<file path="src/rtl/uart_pkg.sv">
// Shared definitions for the UART receive path: FSM states, parity types,
// legal prescale values and small helper functions.
package uart_pkg;

  localparam int DATA_WIDTH_DEF = 8;
  localparam int PRESCALE_W_DEF = 6;

  localparam int PRESCALE_8  = 8;
  localparam int PRESCALE_16 = 16;
  localparam int PRESCALE_32 = 32;

  localparam logic PAR_EVEN = 1'b0;
  localparam logic PAR_ODD  = 1'b1;

  typedef enum logic [2:0] {
    ST_IDLE  = 3'd0,
    ST_START = 3'd1,
    ST_DATA  = 3'd2,
    ST_PAR   = 3'd3,
    ST_STOP  = 3'd4
  } rx_state_e;

  // Expected parity bit given the XOR of all data bits and the parity type.
  // Even parity sends ^data; odd parity sends ~^data.
  function automatic logic expected_parity(input logic data_xor, input logic par_typ);
    return data_xor ^ par_typ;
  endfunction

  // Two-out-of-three vote over the samples taken around the bit centre.
  function automatic logic majority3(input logic [2:0] s);
    return (s[0] & s[1]) | (s[0] & s[2]) | (s[1] & s[2]);
  endfunction

endpackage

</file>
<file path="src/rtl/uart_rx_sampler.sv">
// Bit timing for the receiver: counts clocks within a bit, captures three
// samples around the bit centre and presents their majority at bit end.
module uart_rx_sampler
  import uart_pkg::*;
#(
  parameter int PRESCALE_W = PRESCALE_W_DEF
) (
  input  logic                  clk,
  input  logic                  rst_n,
  input  logic                  rx_in,
  input  logic                  run,
  input  logic [PRESCALE_W-1:0] prescale,
  output logic                  sampled_bit,
  output logic                  bit_end
);

  logic [PRESCALE_W-1:0] edge_cnt_q, edge_cnt_d;
  logic [2:0]            samples_q, samples_d;
  logic [PRESCALE_W-1:0] half;

  // Edge counter wraps at P-1; samples are captured at P/2-2, P/2-1 and P/2.
  always_comb begin
    half       = prescale >> 1;
    bit_end    = run && (edge_cnt_q == prescale - PRESCALE_W'(1));
    edge_cnt_d = edge_cnt_q;
    samples_d  = samples_q;
    if (!run || bit_end) begin
      edge_cnt_d = '0;
    end else begin
      edge_cnt_d = edge_cnt_q + PRESCALE_W'(1);
    end
    if (run) begin
      if (edge_cnt_q == half - PRESCALE_W'(2)) samples_d[0] = rx_in;
      if (edge_cnt_q == half - PRESCALE_W'(1)) samples_d[1] = rx_in;
      if (edge_cnt_q == half)                  samples_d[2] = rx_in;
    end
    sampled_bit = majority3(samples_q);
  end

  // Counter and sample registers.
  always_ff @(posedge clk or negedge rst_n) begin
    if (!rst_n) begin
      edge_cnt_q <= '0;
      samples_q  <= '0;
    end else begin
      edge_cnt_q <= edge_cnt_d;
      samples_q  <= samples_d;
    end
  end

endmodule

</file>
<file path="src/rtl/uart_rx_core.sv">
// UART receiver: detects the start bit, deserialises LSB-first data,
// checks optional parity and the stop bit, and emits one end-of-frame pulse.
module uart_rx_core
  import uart_pkg::*;
#(
  parameter int DATA_WIDTH = DATA_WIDTH_DEF,
  parameter int PRESCALE_W = PRESCALE_W_DEF
) (
  input  logic                  CLK,
  input  logic                  RST,
  input  logic                  RX_IN,
  input  logic                  PAR_EN,
  input  logic                  PAR_TYP,
  input  logic [PRESCALE_W-1:0] Prescale,
  output logic [DATA_WIDTH-1:0] P_DATA,
  output logic                  data_valid,
  output logic                  par_err,
  output logic                  stp_err
);

  localparam int BIT_CNT_W = (DATA_WIDTH > 1) ? $clog2(DATA_WIDTH) : 1;

  rx_state_e             state_q, state_d;
  logic [BIT_CNT_W-1:0]  bit_cnt_q, bit_cnt_d;
  logic [DATA_WIDTH-1:0] shift_q, shift_d;
  logic [DATA_WIDTH-1:0] p_data_q, p_data_d;
  logic [PRESCALE_W-1:0] prescale_q, prescale_d;
  logic                  par_en_q, par_en_d;
  logic                  par_typ_q, par_typ_d;
  logic                  par_bad_q, par_bad_d;
  logic                  data_valid_q, data_valid_d;
  logic                  par_err_q, par_err_d;
  logic                  stp_err_q, stp_err_d;

  logic sampled_bit;
  logic bit_end;
  logic run;

  assign run = (state_q != ST_IDLE);

  uart_rx_sampler #(
    .PRESCALE_W (PRESCALE_W)
  ) u_sampler (
    .clk         (CLK),
    .rst_n       (RST),
    .rx_in       (RX_IN),
    .run         (run),
    .prescale    (prescale_q),
    .sampled_bit (sampled_bit),
    .bit_end     (bit_end)
  );

  // Next-state, framing checks and end-of-frame pulse generation.
  always_comb begin
    state_d      = state_q;
    bit_cnt_d    = bit_cnt_q;
    shift_d      = shift_q;
    p_data_d     = p_data_q;
    prescale_d   = prescale_q;
    par_en_d     = par_en_q;
    par_typ_d    = par_typ_q;
    par_bad_d    = par_bad_q;
    data_valid_d = 1'b0;
    par_err_d    = 1'b0;
    stp_err_d    = 1'b0;

    case (state_q)
      ST_IDLE: begin
        if (!RX_IN) begin
          state_d    = ST_START;
          prescale_d = Prescale;
          par_en_d   = PAR_EN;
          par_typ_d  = PAR_TYP;
          par_bad_d  = 1'b0;
          bit_cnt_d  = '0;
        end
      end
      ST_START: begin
        if (bit_end) begin
          if (!sampled_bit) begin
            state_d   = ST_DATA;
            bit_cnt_d = '0;
          end else begin
            state_d = ST_IDLE;
          end
        end
      end
      ST_DATA: begin
        if (bit_end) begin
          shift_d = {sampled_bit, shift_q[DATA_WIDTH-1:1]};
          if (bit_cnt_q == BIT_CNT_W'(DATA_WIDTH - 1)) begin
            bit_cnt_d = '0;
            state_d   = par_en_q ? ST_PAR : ST_STOP;
          end else begin
            bit_cnt_d = bit_cnt_q + BIT_CNT_W'(1);
          end
        end
      end
      ST_PAR: begin
        if (bit_end) begin
          par_bad_d = (sampled_bit != expected_parity(^shift_q, par_typ_q));
          state_d   = ST_STOP;
        end
      end
      ST_STOP: begin
        if (bit_end) begin
          state_d = ST_IDLE;
          if (sampled_bit && !par_bad_q) begin
            data_valid_d = 1'b1;
            p_data_d     = shift_q;
          end else begin
            par_err_d = par_bad_q;
            stp_err_d = !sampled_bit;
          end
        end
      end
      default: begin
        state_d = ST_IDLE;
      end
    endcase
  end

  // State, datapath and registered output pulses.
  always_ff @(posedge CLK or negedge RST) begin
    if (!RST) begin
      state_q      <= ST_IDLE;
      bit_cnt_q    <= '0;
      shift_q      <= '0;
      p_data_q     <= '0;
      prescale_q   <= '0;
      par_en_q     <= 1'b0;
      par_typ_q    <= 1'b0;
      par_bad_q    <= 1'b0;
      data_valid_q <= 1'b0;
      par_err_q    <= 1'b0;
      stp_err_q    <= 1'b0;
    end else begin
      state_q      <= state_d;
      bit_cnt_q    <= bit_cnt_d;
      shift_q      <= shift_d;
      p_data_q     <= p_data_d;
      prescale_q   <= prescale_d;
      par_en_q     <= par_en_d;
      par_typ_q    <= par_typ_d;
      par_bad_q    <= par_bad_d;
      data_valid_q <= data_valid_d;
      par_err_q    <= par_err_d;
      stp_err_q    <= stp_err_d;
    end
  end

  assign P_DATA     = p_data_q;
  assign data_valid = data_valid_q;
  assign par_err    = par_err_q;
  assign stp_err    = stp_err_q;

endmodule

</file>
<file path="config.mk">
export PLATFORM = sky130hd
export DESIGN_NAME = uart_rx_core
export DESIGN_NICKNAME = d
export VERILOG_FILES = /design/src/rtl/uart_pkg.sv /design/src/rtl/uart_rx_sampler.sv /design/src/rtl/uart_rx_core.sv
export SDC_FILE = /design/constraint.sdc
export NUM_CORES = 1
export LEC_CHECK = 0
export BUFFER_PORTS_ARGS = -buffer_cell sky130_fd_sc_hd__clkbuf_2
export CELL_PAD_IN_SITES_DETAIL_PLACEMENT = 1
export CELL_PAD_IN_SITES_GLOBAL_PLACEMENT = 1
export CORE_MARGIN = 3
export CORE_UTILIZATION = 47
export CTS_CLUSTER_SIZE = 10
export DETAILED_ROUTE_END_ITERATION = 10
export PLACE_DENSITY = 0.91
export SLEW_MARGIN = 20
export SYNTH_ARGS = -nofsm -noshare
export SYNTH_HDL_FRONTEND = slang
export SYNTH_SLANG_ARGS = --single-unit
</file>
<file path="constraint.sdc">
create_clock -name CLK -period 2.7 [get_ports CLK]
set_input_delay 0.54 -clock CLK [delete_from_list [all_inputs] [get_ports CLK]]
set_output_delay 0.54 -clock CLK [all_outputs]
set_load 0.01 [all_outputs]
</file>
# Word-level counts from Yosys, hierarchy flattened
# Index checks and enable logic that the tools add are counted.
# word_totals
ff_bits	43
latchBits	0
ram_bits	0
romBits	0
input_bits	11
wordCells	92
memories	0
# classes
addsub	5
multipliers	0
div_mod_pow	0
magnitude_cmp	0
n_eq_ne	17
n_shift	0
n_mux	28
n_bitwise	7
reduce_logical	20
# ops
operator	n
3-bit 2-to-1 mux	12
6-bit == test	3
3-bit case mux with 5 select lines	1
2-bit != test (second input constant)	7
1-bit 2-to-1 mux	11
2-bit AND reduction	5
3-bit case mux with 3 select lines	1
8-bit XOR reduction	1
6-bit by 1-bit adder with 6-bit output (second input constant)	1
3-bit by 2-bit == test with 1-bit output (second input constant)	2
3-bit == test (second input constant)	2
6-bit by 5-bit == test with 1-bit output	1
6-bit 2-to-1 mux	1
3-bit AND reduction	2
6-bit AND reduction	1
3-bit nonzero test	2
5-bit by 1-bit subtractor with 6-bit output (second input constant)	1
5-bit by 2-bit subtractor with 6-bit output (second input constant)	1
6-bit by 1-bit subtractor with 6-bit output (second input constant)	1
5-bit AND reduction	1
3-bit by 1-bit adder with 3-bit output (second input constant)	1
1-bit bitwise AND	3
3-bit by 1-bit == test with 1-bit output (second input constant)	1
1-bit logical NOT	3
other kinds (10)	12

# Depth between registers and ports, before layout
# depth
ltp_word	7
mapped_depth	11
mapped_depth_nobuf	8

# Modules after synthesis
# Synthesis repeated with hierarchy kept, for this count alone.
# hier_totals
cells_unflattened	214
hier_area_um2	2498.6
# modules_own_cells
mod	instances	cells_per_inst	area_each_um2	seq_area_each_um2
uart_rx_core	1	115	1596.5	850.8
uart_rx_sampler	1	99	902.1	225.2

# Worst setup path before layout
# OpenSTA, ideal clock, no wires.
# synth_timing
path_type	reg2reg
from	reg prescale_q[2]
to	reg p_data_q[0] (netlist: P_DATA[0])
arrival_time_ns	2.113
t_required_ns	2.575
path_slack_ns	0.463
path_stages_with_launch	10
n_path_buf	1
synth_period_minus_slack_ns	2.237
path_cell_list	dfrtp_1 inv_1 ha_1 nor3b_1 nand2_1 xnor2_2 nor3_2 and4b_1 buf_6 mux2_2
# synth_via
elab_chain_cells	4
# synth_lines
element	line_no	rtl
start, declared	uart_rx_core.sv:27	logic [PRESCALE_W-1:0] prescale_q, prescale_d;
start signal, assigned	uart_rx_core.sv:142	prescale_q <= prescale_d;
6-bit by 1-bit subtractor with 6-bit output	uart_rx_sampler.sv:24	bit_end = run && (edge_cnt_q == prescale - PRESCALE_W'(1));
6-bit == test	uart_rx_sampler.sv:24	
1-bit logical AND	uart_rx_sampler.sv:24	
3-bit AND reduction (no source line)	n/a	
end signal, assigned	uart_rx_core.sv:141	p_data_q <= p_data_d;
end, declared	uart_rx_core.sv:26	logic [DATA_WIDTH-1:0] p_data_q, p_data_d;
# No other way between the ends.
# A chain may end at the register's enable or synchronous reset.

# Worst setup path in the final report
# layout_timing
from	reg prescale_q[1]
to	reg p_data_q[6] (netlist: P_DATA[6])
# The elaborated chain is that of the path after synthesis.

==> impl_metrics.tcl <==
set metrics [dict create \
    routed_wl_um 5480 \
    detailed_place_hpwl_um 3900 \
    routabilityCongestion 0.880 \
    tritoncts "yes" \
    grt_usage_pct 20.4 \
    internal_power_consumption_mw 1.53 \
    detailroute.via_count 1678 \
    outcome "finished clean" \
    fp.dieArea_mm2 0.00598 \
    timing.clock.skew_ns 0.00363 \
    yosysUniqueCellTypes 44 \
    synth_adder_area_share_pct 4.61 \
    route.detailed.wl_per_inst_um 18.2 \
    clock-root-buffer "sky130_fd_sc_hd__clkbuf_8" \
    number_of_design_rule_violations_left_after_detail_routing 0 \
    ys_seq_area_share_pct 45.0 \
    floorplan.io_pins 22 \
    initial_antenna_violation_count 0 \
    synth_top_family_by_area "simple AND/OR/NAND/NOR gates" \
    synth-async-reset-ratio_pct 100 \
    design.final.nets 254 \
    synth.area.mux_share_pct 12.5 \
    setup_viol 0 \
    max_cap_violations 0 \
    synth_cells 215 \
    count_of_synthesis_stage_warnings_from_yosys 0 \
    ff2ff_path_depth 8 \
    path_class "flip-flop to flip-flop" \
    synth_fp_nets 234 \
    tns_ns 0 \
    diodes 0 \
    yosys.area_share.xor_xnor_pct 11.3 \
    die_y_um 77.3 \
    synth_enable_flop_cells 0 \
    worstMarginPinSlew_ns 0.542 \
    drt_pre_antenna_iters 4 \
    detailedRoute.firstIterationViolations 122 \
    timing.critical_path.from_type "flip-flop" \
    clkPwrFrac_pct 14.5 \
    port_buffers 21 \
    fmax_mhz 403 \
    power.share.sequential_pct 38.9 \
    hold_path.class "primary input to async pin" \
    synth_area_per_cell_um2 11.1 \
    post_cts_buffers 0 \
    grt.overflow.total 0 \
    cellLeakagePower_nw 1.26 \
    yosysTopAreaCell "sky130_fd_sc_hd__dfrtp_1" \
    largest_net_degree_at_the_start_of_global_routing 44 \
    first_global_vias 1848 \
    grt_setup_unrepaired "no" \
    insertion_delay_ns 0.30 \
    holdBufCountCts 0 \
    cts.reportedPaths.clkPinSlew_ns 0.08 \
    initial_core_util_pct 49.6 \
    chipWidth_um 77.3 \
    coreArea_mm2 0.00482 \
    maxSlewHeadroom_pct 63.9 \
    synth-main-ff-cell "sky130_fd_sc_hd__dfrtp_1" \
    ir_worst_vdd_mv 0.523 \
    route.detailed.vias_per_inst 5.57 \
    sw_frac_of_total_pct 43.8 \
    critPathArrivalTime_ns 2.67 \
    synth-simple-area-share_pct 14.4 \
    cts_max_level 2 \
    synth.top_cell.area_share_pct 45.0 \
    grt_pass1_wl_um 9430 \
    cp-end-kind "flip-flop" \
    finalInstanceArea_mm2 0.00260 \
    power.share.combinational_pct 46.6 \
    area.growth.synth_to_final_pct 8.80 \
    net-switching-power_mw 1.19 \
    cell_area_after_technology_mapping_mm2 0.00239 \
    layout.filler_cells 543 \
    cp.required_ns 2.89 \
    power-per-cell-area_mw_per_mm2 1050 \
    critPathMaxFanout 9 \
    post_cts_resized 0 \
    min_period_over_period_pct 92.0 \
    clock_buffer_depth 2 \
    synth_compound_gate_area_share_pct 6.75 \
    finalPower_mw 2.72 \
    ant_nets 0 \
    ys_ff_latch 43 \
    drive_gt1_share_pct 26.1 \
    cts_inserted_buffers 5 \
    period_minus_slack_ns 2.48 \
    clock_sinks 43 \
    synth_area_leaders "sky130_fd_sc_hd__dfrtp_1 45%, sky130_fd_sc_hd__mux2_2 7.1%, sky130_fd_sc_hd__xnor2_1 5.5%" \
    final_max_slew_viol_count 0 \
    placed_cell_area_mm2 0.00252 \
    timing_hold_violations_final 0 \
    number_of_placement_rows 25 \
]
## through the flow
stage               setup slack [ns]  utilization, %  instances  hold slack, ns
CTS                           0.0140            53.8        301           0.325
floorplan                      0.463               -        215           0.244
detailed placement            0.0541            52.3        295           0.495
finish                         0.217            54.0        301           0.305
global route                  0.0990            54.0        301           0.335
global placement               0.270            52.3        295           0.477
## layout by cell type (no fill, tap or decap), types with 5 or more instances in the layout
| cell type | synthesis | layout |
|---|---|---|
| sky130_fd_sc_hd__a21oi_1 | 5 | 5 |
| sky130_fd_sc_hd__nor3_1 | 5 | 5 |
| sky130_fd_sc_hd__clkbuf_2 | 0 | 21 |
| sky130_fd_sc_hd__inv_1 | 10 | 10 |
| sky130_fd_sc_hd__clkbuf_8 | 0 | 5 |
| sky130_fd_sc_hd__nand3_1 | 8 | 8 |
| sky130_fd_sc_hd__mux2_2 | 15 | 15 |
| sky130_fd_sc_hd__ha_1 | 8 | 8 |
| sky130_fd_sc_hd__xor2_1 | 14 | 14 |
| sky130_fd_sc_hd__dfrtp_1 | 43 | 43 |
| sky130_fd_sc_hd__nand2_1 | 13 | 13 |
| sky130_fd_sc_hd__mux2_4 | 8 | 8 |
| sky130_fd_sc_hd__nor2_1 | 16 | 16 |
| sky130_fd_sc_hd__o21ai_0 | 8 | 8 |
| sky130_fd_sc_hd__xnor2_1 | 15 | 15 |
## cell families (layout without fill, tap and decap cells)
| family | Yosys count | in the layout |
|---|---|---|
| AOI/OAI and AO/OA | 25 | 25 |
| xor gates and xnor gates | 30 | 30 |
| adders and majority gates | 9 | 9 |
| buffers and inverters | 22 | 41 |
| DFF | 43 | 43 |
| muxes | 24 | 24 |
| and+or+nand+nor | 62 | 62 |
## final timing paths
check	from	end	slack [ns]
worst max register to register	prescale_q[1]$_DFFE_PN0P_	P_DATA[6]$_DFFE_PN0P_	0.22
worst max-delay path	prescale_q[1]$_DFFE_PN0P_	P_DATA[6]$_DFFE_PN0P_	0.22
worst min-delay path	RST	P_DATA[1]$_DFFE_PN0P_	0.30
worst min register to register	P_DATA[5]$_DFFE_PN0P_	P_DATA[5]$_DFFE_PN0P_	0.51
max in group asynchronous	RST	P_DATA[6]$_DFFE_PN0P_	2.03
min in group CLK	Prescale[0]	prescale_q[0]$_DFFE_PN0P_	0.45
## Yosys cell counts, drive strengths merged, types with 5 or more instances
library cell   n
dfrtp         43
mux2          23
nor2          16
xnor2         16
xor2          14
nand2         13
inv           10
buf            9
o21ai          9
ha             8
nand3          8
nor3           6
a21oi          5
## sequential cells by signal, summed over array words and instances (netlist names)
signal	count
u_sampler.edge_cnt_q	6
par_bad_q	1
P_DATA	8
prescale_q	6
par_typ_q	1
data_valid	1
u_sampler.samples_q	3
bit_cnt_q	3
shift_q	8
state_q	3
stp_err	1
par_err	1
par_en_q	1
## worst max-delay path, stage by stage (launching register included)
cell and delay [ns]:
sky130_fd_sc_hd__dfrtp_1 0.42, sky130_fd_sc_hd__inv_1 0.15, sky130_fd_sc_hd__ha_1 0.29, sky130_fd_sc_hd__nor3b_2 0.28
sky130_fd_sc_hd__nand2_1 0.13, sky130_fd_sc_hd__xnor2_2 0.17, sky130_fd_sc_hd__nor3_2 0.15, sky130_fd_sc_hd__and4b_2 0.40
sky130_fd_sc_hd__mux2_2 0.36
## final cells by class
| cell class | instances | area [um^2] | area share, % |
|---|---|---|---|
| Inverter | 10 | 37.5 | 1.44 |
| Clock buffer | 5 | 68.8 | 2.65 |
| Multi-Input combinational cell | 150 | 1190 | 45.8 |
| Timing Repair Buffer | 25 | 135 | 5.20 |
| Clock inverter | 1 | 7.51 | 0.289 |
| Tap cell | 67 | 83.8 | 3.22 |
| Sequential cell | 43 | 1080 | 41.4 |
## power groups by stage
stage / registers [mW] / logic [mW] / clock network [mW]
2_1_floorplan: 0.897 / 1.12 / 0
3_3_place_gp: 1.04 / 1.15 / 0
3_5_place_dp: 1.06 / 1.23 / 0
4_1_cts: 1.05 / 1.26 / 0.401
5_1_grt: 1.09 / 1.41 / 0.433
6_report: 1.06 / 1.27 / 0.395
## metal layers
metal / track usage, % / up-vias / routed length, um
li1: - / 768 / -
met1: 24.9 / 857 / 2350
met2: 34.5 / 41 / 2800
met3: 5.40 / 12 / 229
met4: 7.12 / 0 / 97
met5: 0 / - / 0
Note: power is estimated with default switching activity, not from simulation.
